### src/rtl/mips16_pkg.sv
// Shared definitions for the 16-bit MIPS pipeline: widths, opcodes, ALU ops
// and the ID/EX control bundle.
package mips16_pkg;

    localparam int DW    = 16;
    localparam int AW    = 3;
    localparam int IMM_W = 6;

    localparam logic [3:0] OP_RTYPE = 4'd0;
    localparam logic [3:0] OP_ADDI  = 4'd1;
    localparam logic [3:0] OP_ANDI  = 4'd2;
    localparam logic [3:0] OP_LW    = 4'd3;
    localparam logic [3:0] OP_SW    = 4'd4;
    localparam logic [3:0] OP_BEQ   = 4'd5;
    localparam logic [3:0] OP_BNE   = 4'd6;
    localparam logic [3:0] OP_J     = 4'd7;

    // R-type funct values map directly onto these encodings.
    localparam logic [2:0] ALU_ADD = 3'd0;
    localparam logic [2:0] ALU_SUB = 3'd1;
    localparam logic [2:0] ALU_AND = 3'd2;
    localparam logic [2:0] ALU_OR  = 3'd3;
    localparam logic [2:0] ALU_XOR = 3'd4;
    localparam logic [2:0] ALU_NOR = 3'd5;
    localparam logic [2:0] ALU_SLT = 3'd6;
    localparam logic [2:0] ALU_SLL = 3'd7;

    typedef struct packed {
        logic       reg_write;
        logic       mem_read;
        logic       mem_write;
        logic       alu_src;
        logic       branch;
        logic       jump;
        logic [2:0] alu_op;
        logic       illegal;
    } ctrl_t;

endpackage

### src/rtl/id_decoder.sv
// Combinational opcode decoder: instruction word to control bundle,
// destination register, extended immediate and source-usage flags.
module id_decoder
    import mips16_pkg::*;
#(
    parameter int DW    = mips16_pkg::DW,
    parameter int AW    = mips16_pkg::AW,
    parameter int IMM_W = mips16_pkg::IMM_W
) (
    input  logic [DW-1:0] instr,
    output ctrl_t         ctrl,
    output logic [AW-1:0] dst,
    output logic [DW-1:0] imm,
    output logic          rs_used,
    output logic          rt_used
);

    logic [3:0] op;

    assign op = instr[15:12];

    always_comb begin
        ctrl    = '0;
        dst     = '0;
        imm     = {{(DW-IMM_W){instr[IMM_W-1]}}, instr[IMM_W-1:0]};
        rs_used = (op != OP_J);
        rt_used = 1'b0;
        case (op)
            OP_RTYPE: begin
                ctrl.reg_write = 1'b1;
                ctrl.alu_op    = instr[2:0];
                dst            = instr[5:3];
                rt_used        = 1'b1;
            end
            OP_ADDI: begin
                ctrl.reg_write = 1'b1;
                ctrl.alu_src   = 1'b1;
                ctrl.alu_op    = ALU_ADD;
                dst            = instr[8:6];
            end
            OP_ANDI: begin
                ctrl.reg_write = 1'b1;
                ctrl.alu_src   = 1'b1;
                ctrl.alu_op    = ALU_AND;
                dst            = instr[8:6];
            end
            OP_LW: begin
                ctrl.reg_write = 1'b1;
                ctrl.mem_read  = 1'b1;
                ctrl.alu_src   = 1'b1;
                ctrl.alu_op    = ALU_ADD;
                dst            = instr[8:6];
            end
            OP_SW: begin
                ctrl.mem_write = 1'b1;
                ctrl.alu_src   = 1'b1;
                ctrl.alu_op    = ALU_ADD;
                rt_used        = 1'b1;
            end
            OP_BEQ, OP_BNE: begin
                ctrl.branch = 1'b1;
                ctrl.alu_op = ALU_SUB;
                rt_used     = 1'b1;
            end
            OP_J: begin
                ctrl.jump = 1'b1;
                imm       = {{(DW-12){1'b0}}, instr[11:0]};
            end
            default: ctrl.illegal = 1'b1;
        endcase
    end

endmodule

### src/rtl/id_stage.sv
// Instruction-decode stage: register-file addressing, write-back bypass,
// load-use stall, flush bubbles and the ID/EX pipeline register.
// Optional bubble counter enabled by defining ID_STALL_COUNT_EN.
module id_stage
    import mips16_pkg::*;
#(
    parameter int DW    = mips16_pkg::DW,
    parameter int AW    = mips16_pkg::AW,
    parameter int IMM_W = mips16_pkg::IMM_W
) (
    input  logic          clk,
    input  logic          rst,
    input  logic [DW-1:0] if_instr,
    input  logic [DW-1:0] if_pc,
    input  logic          if_valid,
    output logic [AW-1:0] rf_rd1_addr,
    output logic [AW-1:0] rf_rd2_addr,
    input  logic [DW-1:0] rf_rd1_data,
    input  logic [DW-1:0] rf_rd2_data,
    input  logic          wb_we,
    input  logic [AW-1:0] wb_addr,
    input  logic [DW-1:0] wb_data,
    input  logic          flush,
    output logic          stall,
    output logic          ex_valid,
    output logic          ex_reg_write,
    output logic          ex_mem_read,
    output logic          ex_mem_write,
    output logic          ex_alu_src,
    output logic          ex_branch,
    output logic          ex_jump,
    output logic [2:0]    ex_alu_op,
    output logic [DW-1:0] ex_rs_data,
    output logic [DW-1:0] ex_rt_data,
    output logic [DW-1:0] ex_imm,
    output logic [AW-1:0] ex_rs,
    output logic [AW-1:0] ex_rt,
    output logic [AW-1:0] ex_dst,
    output logic [DW-1:0] ex_pc,
`ifdef ID_STALL_COUNT_EN
    output logic [15:0]   bubble_cnt,
`endif
    output logic          ex_illegal
);

    ctrl_t         dec_ctrl;
    logic [AW-1:0] dec_dst;
    logic [DW-1:0] dec_imm;
    logic          rs_used;
    logic          rt_used;
    logic [AW-1:0] rs;
    logic [AW-1:0] rt;
    logic [DW-1:0] op1;
    logic [DW-1:0] op2;
    logic          bubble;

    logic          valid_d,   valid_q;
    ctrl_t         ctrl_d,    ctrl_q;
    logic [DW-1:0] rs_data_d, rs_data_q;
    logic [DW-1:0] rt_data_d, rt_data_q;
    logic [DW-1:0] imm_d,     imm_q;
    logic [AW-1:0] rs_d,      rs_q;
    logic [AW-1:0] rt_d,      rt_q;
    logic [AW-1:0] dst_d,     dst_q;
    logic [DW-1:0] pc_d,      pc_q;

    id_decoder #(.DW(DW), .AW(AW), .IMM_W(IMM_W)) u_dec (
        .instr   (if_instr),
        .ctrl    (dec_ctrl),
        .dst     (dec_dst),
        .imm     (dec_imm),
        .rs_used (rs_used),
        .rt_used (rt_used)
    );

    assign rs          = if_instr[11:9];
    assign rt          = if_instr[8:6];
    assign rf_rd1_addr = rs;
    assign rf_rd2_addr = rt;

    // The register file commits on the edge, so a same-cycle read is stale.
    assign op1 = (wb_we && (wb_addr == rs)) ? wb_data : rf_rd1_data;
    assign op2 = (wb_we && (wb_addr == rt)) ? wb_data : rf_rd2_data;

    assign stall  = if_valid && valid_q && ctrl_q.mem_read &&
                    ((rs_used && (rt_q == rs)) || (rt_used && (rt_q == rt)));
    assign bubble = flush || stall;

    always_comb begin
        valid_d   = if_valid;
        ctrl_d    = if_valid ? dec_ctrl : '0;
        rs_data_d = op1;
        rt_data_d = op2;
        imm_d     = dec_imm;
        rs_d      = rs;
        rt_d      = rt;
        dst_d     = dec_dst;
        pc_d      = if_pc;
        if (bubble) begin
            valid_d   = 1'b0;
            ctrl_d    = '0;
            rs_data_d = '0;
            rt_data_d = '0;
            imm_d     = '0;
            rs_d      = '0;
            rt_d      = '0;
            dst_d     = '0;
            pc_d      = '0;
        end
    end

    always_ff @(posedge clk) begin
        if (!rst) begin
            valid_q   <= 1'b0;
            ctrl_q    <= '0;
            rs_data_q <= '0;
            rt_data_q <= '0;
            imm_q     <= '0;
            rs_q      <= '0;
            rt_q      <= '0;
            dst_q     <= '0;
            pc_q      <= '0;
        end else begin
            valid_q   <= valid_d;
            ctrl_q    <= ctrl_d;
            rs_data_q <= rs_data_d;
            rt_data_q <= rt_data_d;
            imm_q     <= imm_d;
            rs_q      <= rs_d;
            rt_q      <= rt_d;
            dst_q     <= dst_d;
            pc_q      <= pc_d;
        end
    end

`ifdef ID_STALL_COUNT_EN
    logic [15:0] bubble_cnt_d, bubble_cnt_q;

    always_comb begin
        bubble_cnt_d = bubble_cnt_q;
        if (bubble && (bubble_cnt_q != 16'hFFFF)) begin
            bubble_cnt_d = bubble_cnt_q + 16'd1;
        end
    end

    always_ff @(posedge clk) begin
        if (!rst) begin
            bubble_cnt_q <= '0;
        end else begin
            bubble_cnt_q <= bubble_cnt_d;
        end
    end

    assign bubble_cnt = bubble_cnt_q;
`endif

    assign ex_valid     = valid_q;
    assign ex_reg_write = ctrl_q.reg_write;
    assign ex_mem_read  = ctrl_q.mem_read;
    assign ex_mem_write = ctrl_q.mem_write;
    assign ex_alu_src   = ctrl_q.alu_src;
    assign ex_branch    = ctrl_q.branch;
    assign ex_jump      = ctrl_q.jump;
    assign ex_alu_op    = ctrl_q.alu_op;
    assign ex_illegal   = ctrl_q.illegal;
    assign ex_rs_data   = rs_data_q;
    assign ex_rt_data   = rt_data_q;
    assign ex_imm       = imm_q;
    assign ex_rs        = rs_q;
    assign ex_rt        = rt_q;
    assign ex_dst       = dst_q;
    assign ex_pc        = pc_q;

endmodule

### config.mk
export PLATFORM = sky130hd
export DESIGN_NAME = id_stage
export DESIGN_NICKNAME = d
export VERILOG_FILES = /design/src/rtl/mips16_pkg.sv /design/src/rtl/id_decoder.sv /design/src/rtl/id_stage.sv
export SDC_FILE = /design/constraint.sdc
export NUM_CORES = 1
export LEC_CHECK = 0
export ABC_AREA = 0
export ABC_CLOCK_PERIOD_IN_PS = 6800
export CORE_MARGIN = 3
export CORE_UTILIZATION = 39
export CTS_CLUSTER_DIAMETER = 150
export DETAILED_ROUTE_END_ITERATION = 8
export MAX_ROUTING_LAYER = met4
export PLACE_DENSITY = 0.85
export SKIP_CTS_REPAIR_TIMING = 1
export SYNTH_ARGS = -nofsm -noshare
export SYNTH_HDL_FRONTEND = slang
export SYNTH_SLANG_ARGS = --single-unit
### constraint.sdc
create_clock -name clk -period 6.8 [get_ports clk]
set_input_delay 2.04 -clock clk [delete_from_list [all_inputs] [get_ports clk]]
set_output_delay 2.04 -clock clk [all_outputs]
set_load 0.02 [all_outputs]
==> flow_summary.json <==
{
  "count_of_routing_violations_after_the_opening_detailed_route_iteration": 81,
  "die_w_um": 92.0,
  "initial_utilization_pct": 41.3,
  "synth_enable_flop_cells": 0,
  "critical_path_sink_type": "output pin",
  "crit_start": "if_instr[13]",
  "die_height_um": 92.0,
  "synth.yosys.seq_area_share_pct": 56.3,
  "post_route_cells_drive_above_1_share_pct": 5.20,
  "cp.arrival_ns": 4.09,
  "crit_end": "stall",
  "worst_case_vdd_ir_drop_uv": 128,
  "nets": 525,
  "placementRows": 30,
  "synth_seq_cells": 81,
  "syn_area_cell_um2": 10.7,
  "drt-wirelength-per-cell_um": 15.1,
  "diodes": 0,
  "postLayoutCellArea_um2": 4860,
  "num_io_pins": 179,
  "detail_route.drc_violations": 0,
  "synthMostInstantiatedCell": "sky130_fd_sc_hd__dfxtp_1",
  "layout_worst_path_cycle_share_pct": 90.2,
  "synthesis.area_um2": 2880,
  "worstHoldPathType": "register to register",
  "critical_path.startpoint_type": "primary input",
  "global_route.usage.total_pct": 19.4,
  "total_power_mw": 1.07,
  "io_buffers": 178,
  "grt_remaining_overflow": 0,
  "timing.setup.critical_path_class": "primary input to output pin",
  "synth_top_area_share_pct": 56.3,
  "synth.cells.most_frequent": "sky130_fd_sc_hd__dfxtp_1, sky130_fd_sc_hd__nor2_1, sky130_fd_sc_hd__mux2i_1",
  "finalWeightedCongestion": 0.852,
  "power.static_leakage_nw": 2.07,
  "setup_total_negative_slack_ns": 0,
  "dr_total_vias": 2499,
  "ys_async_sr_fraction_pct": 0,
  "grt_first_pass_wirelength_mm": 12.5,
  "whs_ns": 0.920,
  "rrSetupSlack_ns": 4.67,
  "synth_fp_nets": 357,
  "period_minus_slack_ns": 6.13,
  "place_hpwl_mm": 6.27,
  "netlist_top_cells_area": "sky130_fd_sc_hd__dfxtp_1, sky130_fd_sc_hd__mux2i_1, sky130_fd_sc_hd__and2_1",
  "clock_insertion_delay_worst_skew_ns": 0.34,
  "worst_ep_required_time_ns": 4.76,
  "reg2reg_depth": 5,
  "cts.root.buffer_cell": "sky130_fd_sc_hd__clkbuf_8",
  "syn2layout_area_growth_pct": 68.7,
  "drt-vias-per-instance": 4.64,
  "drt.antenna.violating_nets": 0,
  "tritoncts": "built",
  "relSlewSlack_pct": 39.3,
  "layout.core_utilization_pct": 69.6,
  "setup_violations": 0,
  "r2r-start": "ex_rt[0]$_SDFF_PP0_",
  "finalMaxSlewViolations": 0,
  "tightestPinTransition_ns": 0.909,
  "timing.max_cap.violations": 0,
  "ys.flop_type": "sky130_fd_sc_hd__dfxtp_1",
  "routed_wirelength_mm": 8.14,
  "outcome": "finished clean",
  "placed_cell_area_um2": 4630,
  "synth.distinct_cells": 29,
  "reg2reg_to": "ex_alu_op[0]$_SDFF_PP0_",
  "cts.sinks": 81,
  "dieArea_um2": 8460,
  "maxClockFrequency_mhz": 163,
  "synth_top_cell_by_area": "sky130_fd_sc_hd__dfxtp_1",
  "syn_inst": 269,
  "cts_max_path_buffers": 2,
  "synth.yosys.warnings": 0,
  "cp_max_fo": 9,
  "timing.final.hold_violations": 0,
  "drtPass1Iterations": 4,
  "cts.clk_slew.worst_paths_ns": 0.09,
  "maximum_number_of_pins_on_one_net_before_global_route_repair": 46,
  "rsz0062_at_grt": "no",
  "cts_made_buffers": 9,
  "timing.clock.skew_ns": 0.0128,
  "power_per_cell_area_nw_per_um2": 220,
  "hold_start": "ex_rt[0]$_SDFF_PP0_",
  "grt_antenna_before_repair": 0,
  "design.core.area_um2": 6980,
  "first_global_vias": 2524,
  "cts_htree_levels": 3
}
[cells in the final DEF, fill, tap and decap left out]
master and instances:
sky130_fd_sc_hd__buf_4 1, sky130_fd_sc_hd__xnor2_1 9, sky130_fd_sc_hd__and3_1 4, sky130_fd_sc_hd__nand2_1 8, sky130_fd_sc_hd__clkinv_4 3, sky130_fd_sc_hd__or3_1 1
sky130_fd_sc_hd__nand3_1 1, sky130_fd_sc_hd__a21oi_1 9, sky130_fd_sc_hd__xor2_1 5, sky130_fd_sc_hd__nor3b_1 1, sky130_fd_sc_hd__nor3_4 1, sky130_fd_sc_hd__dfxtp_1 81
sky130_fd_sc_hd__inv_1 2, sky130_fd_sc_hd__and2_1 28, sky130_fd_sc_hd__nand4_2 2, sky130_fd_sc_hd__nand2b_1 1, sky130_fd_sc_hd__nor2_1 42, sky130_fd_sc_hd__nand4_1 1
sky130_fd_sc_hd__clkbuf_8 10, sky130_fd_sc_hd__clkinv_2 1, sky130_fd_sc_hd__nor2b_1 1, sky130_fd_sc_hd__nand3_2 2, sky130_fd_sc_hd__mux2i_1 35, sky130_fd_sc_hd__clkdlybuf4s50_1 178
sky130_fd_sc_hd__and3_4 1, sky130_fd_sc_hd__nand4b_1 1, sky130_fd_sc_hd__and4b_1 1, sky130_fd_sc_hd__o2111ai_1 2, sky130_fd_sc_hd__nor3_1 6, sky130_fd_sc_hd__bufinv_16 2
sky130_fd_sc_hd__nor4_1 2
[area by class of cell]
class | count | area [um^2]
inverter | 2 | 7.51
clock buffer | 10 | 138
clock inverter | 6 | 91.3
sequential | 81 | 1620
timing repair buffer | 179 | 1790
tap | 96 | 120
fill | 538 | 2120
multi-input combinational | 164 | 1090
[worst min path at each step]
stage                     cells after the start  slack [ns]                 endpoint
after global routing                          4        0.97  ex_alu_op[1]$_SDFF_PP0_
after global placement                        4        0.90  ex_alu_op[1]$_SDFF_PP0_
final                                         4        0.92  ex_alu_op[1]$_SDFF_PP0_
after CTS                                     4        0.92  ex_alu_op[1]$_SDFF_PP0_
after floorplan                               4        0.88     ex_imm[6]$_SDFF_PP0_
after detailed placement                      4        0.91  ex_alu_op[1]$_SDFF_PP0_
[metrics by stage]
stage,std cells,setup slack (ns)
finish,538,0.666
floorplan,269,1.73
global route,538,0.604
global placement,522,0.722
detailed placement,522,0.696
CTS,538,0.691
[sequential cells by signal, indices dropped and copies added (netlist names)]
signal and count:
ex_illegal 1, ex_valid 1, ex_jump 1, ex_rs 3, ex_branch 1, ex_imm 13
ex_dst 3, ex_mem_read 1, ex_rt 3, ex_alu_op 3, ex_pc 16, ex_mem_write 1
ex_rt_data 16, ex_reg_write 1, ex_rs_data 16, ex_alu_src 1
[logic make-up after synthesis]
group	synth area share, %
buffers and inverters	5.77
AOI/OAI and AO/OA	2.17
muxes	12.2
and+or+nand+nor	19.4
DFF	56.3
xor gates and xnor gates	4.25
[metal layers]
metal  vias up  global-route usage (%)  wire length, um
li1       1215                       -                -
met4         0                    6.06              108
met2       118                    33.7             4140
met1      1157                    22.3             3400
met5         -                       -                0
met3         9                    4.27              497
[report_power, final]
part	internal (mW)	total, mW	switching, mW
registers	0.492	0.498	0.00553
clock network	0.218	0.392	0.174
logic	0.101	0.178	0.0778
[worst max-delay path, stage by stage]
cell and delay [ns]:
sky130_fd_sc_hd__clkdlybuf4s50_1 0.57, sky130_fd_sc_hd__and4b_1 0.34, sky130_fd_sc_hd__nor3_4 0.19, sky130_fd_sc_hd__nand3_2 0.11, sky130_fd_sc_hd__nand2_1 0.19, sky130_fd_sc_hd__clkdlybuf4s50_1 0.65
Power figures use the tool's default switching activity.
==> RTL edit 1 (config.mk and constraints unchanged) <==
The package constant `IMM_W` goes from 6 to 12.
--- a/src/rtl/mips16_pkg.sv
+++ b/src/rtl/mips16_pkg.sv
@@ -6,3 +6,3 @@
     localparam int AW    = 3;
-    localparam int IMM_W = 6;
+    localparam int IMM_W = 12;
 
Function: changed (a bounded check fails within 4 cycles, from zero or initial values).
==> RTL edit 1 against the original RTL <==
  * Final area down 1.0%
  * Die area rose by 2.6%
  * Core utilization down 4.0 points
  * Non-clock buffer count increased by 2
  * Worst setup slack better by 0.011 ns
  * Register-to-register slack got worse by 0.14 ns
  * Cell count down 1.9%
  * Routed wire length up 8.2%
  * Synthesized area increased by 2.8%
  * Sequential cell count fell by 6
  * Hold slack improved by 0.048 ns
  * Global-route usage up 1.7 points
  * Total power decreased by 9.3%
  * Critical path type unchanged
  * Largest power group unchanged
  * Highest routed layer unchanged
==> RTL edit 1: results (changes against the original RTL) <==
[run_status]
status = finished, final reports clean

[finish]
n_antenna_cell = 0  ; unchanged
fill_cells = 560  ; +4.1%
drive_gt1_share_pct = 8.62  ; +3.4 points
syn_to_final_growth_pct = 62.5

[place]
dpl.hpwl_mm = 6.69  ; +6.7%
place_inst = 512  ; -1.9%
io_buffers = 178  ; unchanged
dp_slack_ns = 0.676  ; -0.0193 ns
place_area_sq_mm = 0.00462  ; -0.24%
finalWeightedCongestion = 0.863  ; +1.3%

[global_route]
antenna_found_initial = 0  ; unchanged
grt_usage_pct = 21.1  ; +1.7 points
grt_start_max_net_pins = 75  ; +63%
grt_pass1_wl_mm = 13.8  ; +10%

[clock_network]
clkLatencyLatePin_ns = 0.33
clk_pin_slew_worst_paths_ns = 0.08
numCtsBuffers = 9  ; unchanged
clockBufferDepth = 2  ; unchanged
cts_root_buffer = clkbuf_8
htree_levels = 3  ; unchanged

[timing]
holdWs_ns = 0.968  ; +0.0483 ns
skew_ns = 0.0109  ; -0.00182 ns
tightest_slew_ns = 0.824  ; -0.0853 ns
finalCritPeriodShare_pct = 90.0  ; -0.16 points

[power_and_ir_drop]
p_comb_uw = 178  ; about the same
power.internal_uw = 727  ; -10%
ir_drop_mv = 0.0929  ; -27%
p_switching_uw = 242  ; -6.2%
p_leak_nw = 1.92  ; -7.3%
clockPowerShare_pct = 34.0  ; -2.7 points

[drt]
wl_per_cell_microns = 16.7  ; +10%
vias = 2554  ; +2.2%
vias_per_cell = 4.84  ; +4.1%
drt_iter0_markers = 60  ; -26%

[synthesis]
synth.distinct_cells = 33  ; +14%
syn_nets = 355  ; -0.56%
synthTopCellsByCount = 75 x dfxtp_1, 40 x nor3_1, 35 x mux2i_1, 18 x nor3b_1, 17 x buf_4
synth.avg_cell_area_sq_um = 11.1  ; +3.5%
synth.area.top_cells = dfxtp_1 51%, mux2i_1 12%, nor3_1 6.8%
ys.flop_type = dfxtp_1
ys_seq_area_share_pct = 50.7  ; -5.6 points
synthArstFlopShare_pct = 0  ; unchanged

[min_path]
hp-class = reg2reg

[worst_setup_path]
r2r_cells = 5  ; unchanged
worstPathMaxFanout = 9  ; unchanged
crit_family = buffers and inverters
rrSetupSlack_ns = 4.53  ; -0.14 ns
arrival_ns = 4.08  ; about the same

==> RTL edit 1: cell count changes after synthesis, moves of 3 or more <==
cell     change
and2_1      -27
nor2_1      -36
nor3_1      +34
buf_6        +4
and3_1       -4
buf_4        +7
nand2_1      -3
nor3b_2     +10
dfxtp_1      -6
a21oi_1      -8
nor3b_1     +17
==> RTL edit 1: logic make-up after synthesis <==
| logic type | Yosys count | synth area share [%] |
|---|---|---|
| buffers and inverters | 36 | 9.46 |
| multiplexers | 35 | 11.8 |
| AND/OR/NAND/NOR | 102 | 22.8 |
| flip-flops | 75 | 50.7 |
| AO/OA/AOI/OAI | 5 | 1.06 |
| XOR/XNOR | 14 | 4.14 |
==> RTL edit 1: area by class of cell <==
type,count,share of cell area (%)
flip-flops and latches,75,31.2
inverters,1,0.0780
clock inverters,6,1.33
well taps,99,2.57
multi-input cells,156,24.7
clock buffers,10,2.65
repair buffers,181,37.5
==> RTL edit 1: routing by layer <==
metal / GRT usage (%) / routed length [microns] / vias up
li1: - / - / 1237
met1: 22.9 / 3500 / 1188
met2: 37.5 / 4510 / 123
met3: 7.08 / 732 / 6
met4: 4.76 / 69 / 0
met5: - / 0 / -
==> RTL edit 1: worst paths after layout <==
kind / from / to
setup / recovery: if_instr[13] / stall
hold / removal: ex_mem_read / ex_illegal
setup reg to reg: ex_imm[6] / ex_rt_data[10]
hold reg to reg: ex_mem_read / ex_illegal
==> RTL edit 1: tightest hold or removal path: cells and delay by family, from the launching register on <==
| kind | cells | cell delay, ns |
|---|---|---|
| simple gates | 3 | 0.43 |
| buf+inv | 1 | 0.18 |
| flops | 1 | 0.31 |
==> RTL edit 2 (same settings) <==
Made on the original files. `rt_data_q` no longer has a reset.
--- a/src/rtl/id_stage.sv
+++ b/src/rtl/id_stage.sv
@@ -116,3 +116,2 @@
             rs_data_q <= '0;
-            rt_data_q <= '0;
             imm_q     <= '0;
@@ -126,3 +125,2 @@
             rs_data_q <= rs_data_d;
-            rt_data_q <= rt_data_d;
             imm_q     <= imm_d;
@@ -133,2 +131,6 @@
         end
+    end
+
+    always_ff @(posedge clk) begin
+        rt_data_q <= rt_data_d;
     end
Formal check against the unedited RTL: not equivalent (a bounded check fails within 4 cycles, from zero or initial values; the reset may be asserted at any time).
==> RTL edit 2 against the original RTL <==
  * Worst setup slack lost 0.21 ns
  * Synthesized area shrank 0.43%
  * Fmax shrank 3.3%
  * Final area shrank 0.39%
  * Routed wire length shrank 1.1%
  * Total power shrank 1.4%
  * Clock power shrank 5.9%
  * Non-clock buffer count grew 1
  * Synthesized cell count shrank 0.37%
  * Sequential cell count is the same
==> RTL edit 2: results (changes against the original RTL) <==
[synthesis]
synthTopCellsByCount = 81 x dfxtp_1, 38 x nor2_1, 35 x mux2i_1, 28 x and2_1, 13 x nand2_1
synth_compound_area_share_pct = 1.96  ; -0.21 points
synth.avg_cell_area_sq_um = 10.7  ; about the same
syn_nets = 356  ; -0.28%
muxShareOfSynthArea_pct = 12.2  ; +0.053 points

[power_and_ir_drop]
power_mw = 1.05  ; -1.4%
power.internal_uw = 803  ; -1.0%
p_leak_nw = 2.06  ; -0.48%
power_clock_uw = 369  ; -5.9%

[run_status]
status = finished, final reports clean

[drt]
route.met2.wl_mm = 4.06  ; -2.0%
vias_per_cell = 4.62  ; -0.62%
wl_mm = 8.05  ; -1.1%
drt_iter0_markers = 42  ; -48%

[worst_setup_path]
r2r_cells = 6  ; +1
rrSetupSlack_ns = 5.00  ; +0.33 ns
arrival_ns = 4.31  ; +0.22 ns

[timing]
slew_headroom_pct = 50.2  ; +11 points
fin_crit_ns = 6.35  ; +0.212 ns
holdWs_ns = 1.00  ; +0.0812 ns

[global_route]
grt_usage_pct = 19.1  ; -0.28 points
grt_pass1_vias = 2459  ; -2.6%

[place]
place_area_sq_mm = 0.00463  ; about the same
finalWeightedCongestion = 0.782  ; -8.1%
place_inst = 524  ; +0.38%

[finish]
drive_gt1_share_pct = 5.19  ; -0.012 points

[min_path]
worstHoldStart = ex_mem_read

RTL edit 2: worst max-delay path, delay by kind of cell:
| kind | cells | cell delay [ns] |
|---|---|---|
| buffers and inverters | 2 | 1.23 |
| and+or+nand+nor | 4 | 1.03 |
RTL edit 2: kinds of logic after synthesis:
group	count (synthesis)
flops	81
mux	35
buf+inv	23
simple gates	105
compound gates	10
xor+xnor	14
RTL edit 2: final cells by class:
| cell class | count | area (sq um) | share of cell area, % |
|---|---|---|---|
| inverter | 3 | 11.3 | 0.232 |
| sequential | 81 | 1620 | 33.5 |
| multi-input combinational | 164 | 1080 | 22.4 |
| clock inverter | 5 | 81.3 | 1.68 |
| tap | 96 | 120 | 2.48 |
| clock buffer | 10 | 128 | 2.63 |
| timing repair buffer | 180 | 1800 | 37.1 |
RTL edit 2: metal layers:
| layer | track usage, % | vias to the layer above |
|---|---|---|
| met4 | 6.56 | 0 |
| met5 | - | - |
| met3 | 5.09 | 6 |
| met2 | 32.7 | 120 |
| li1 | - | 1213 |
| met1 | 21.6 | 1149 |
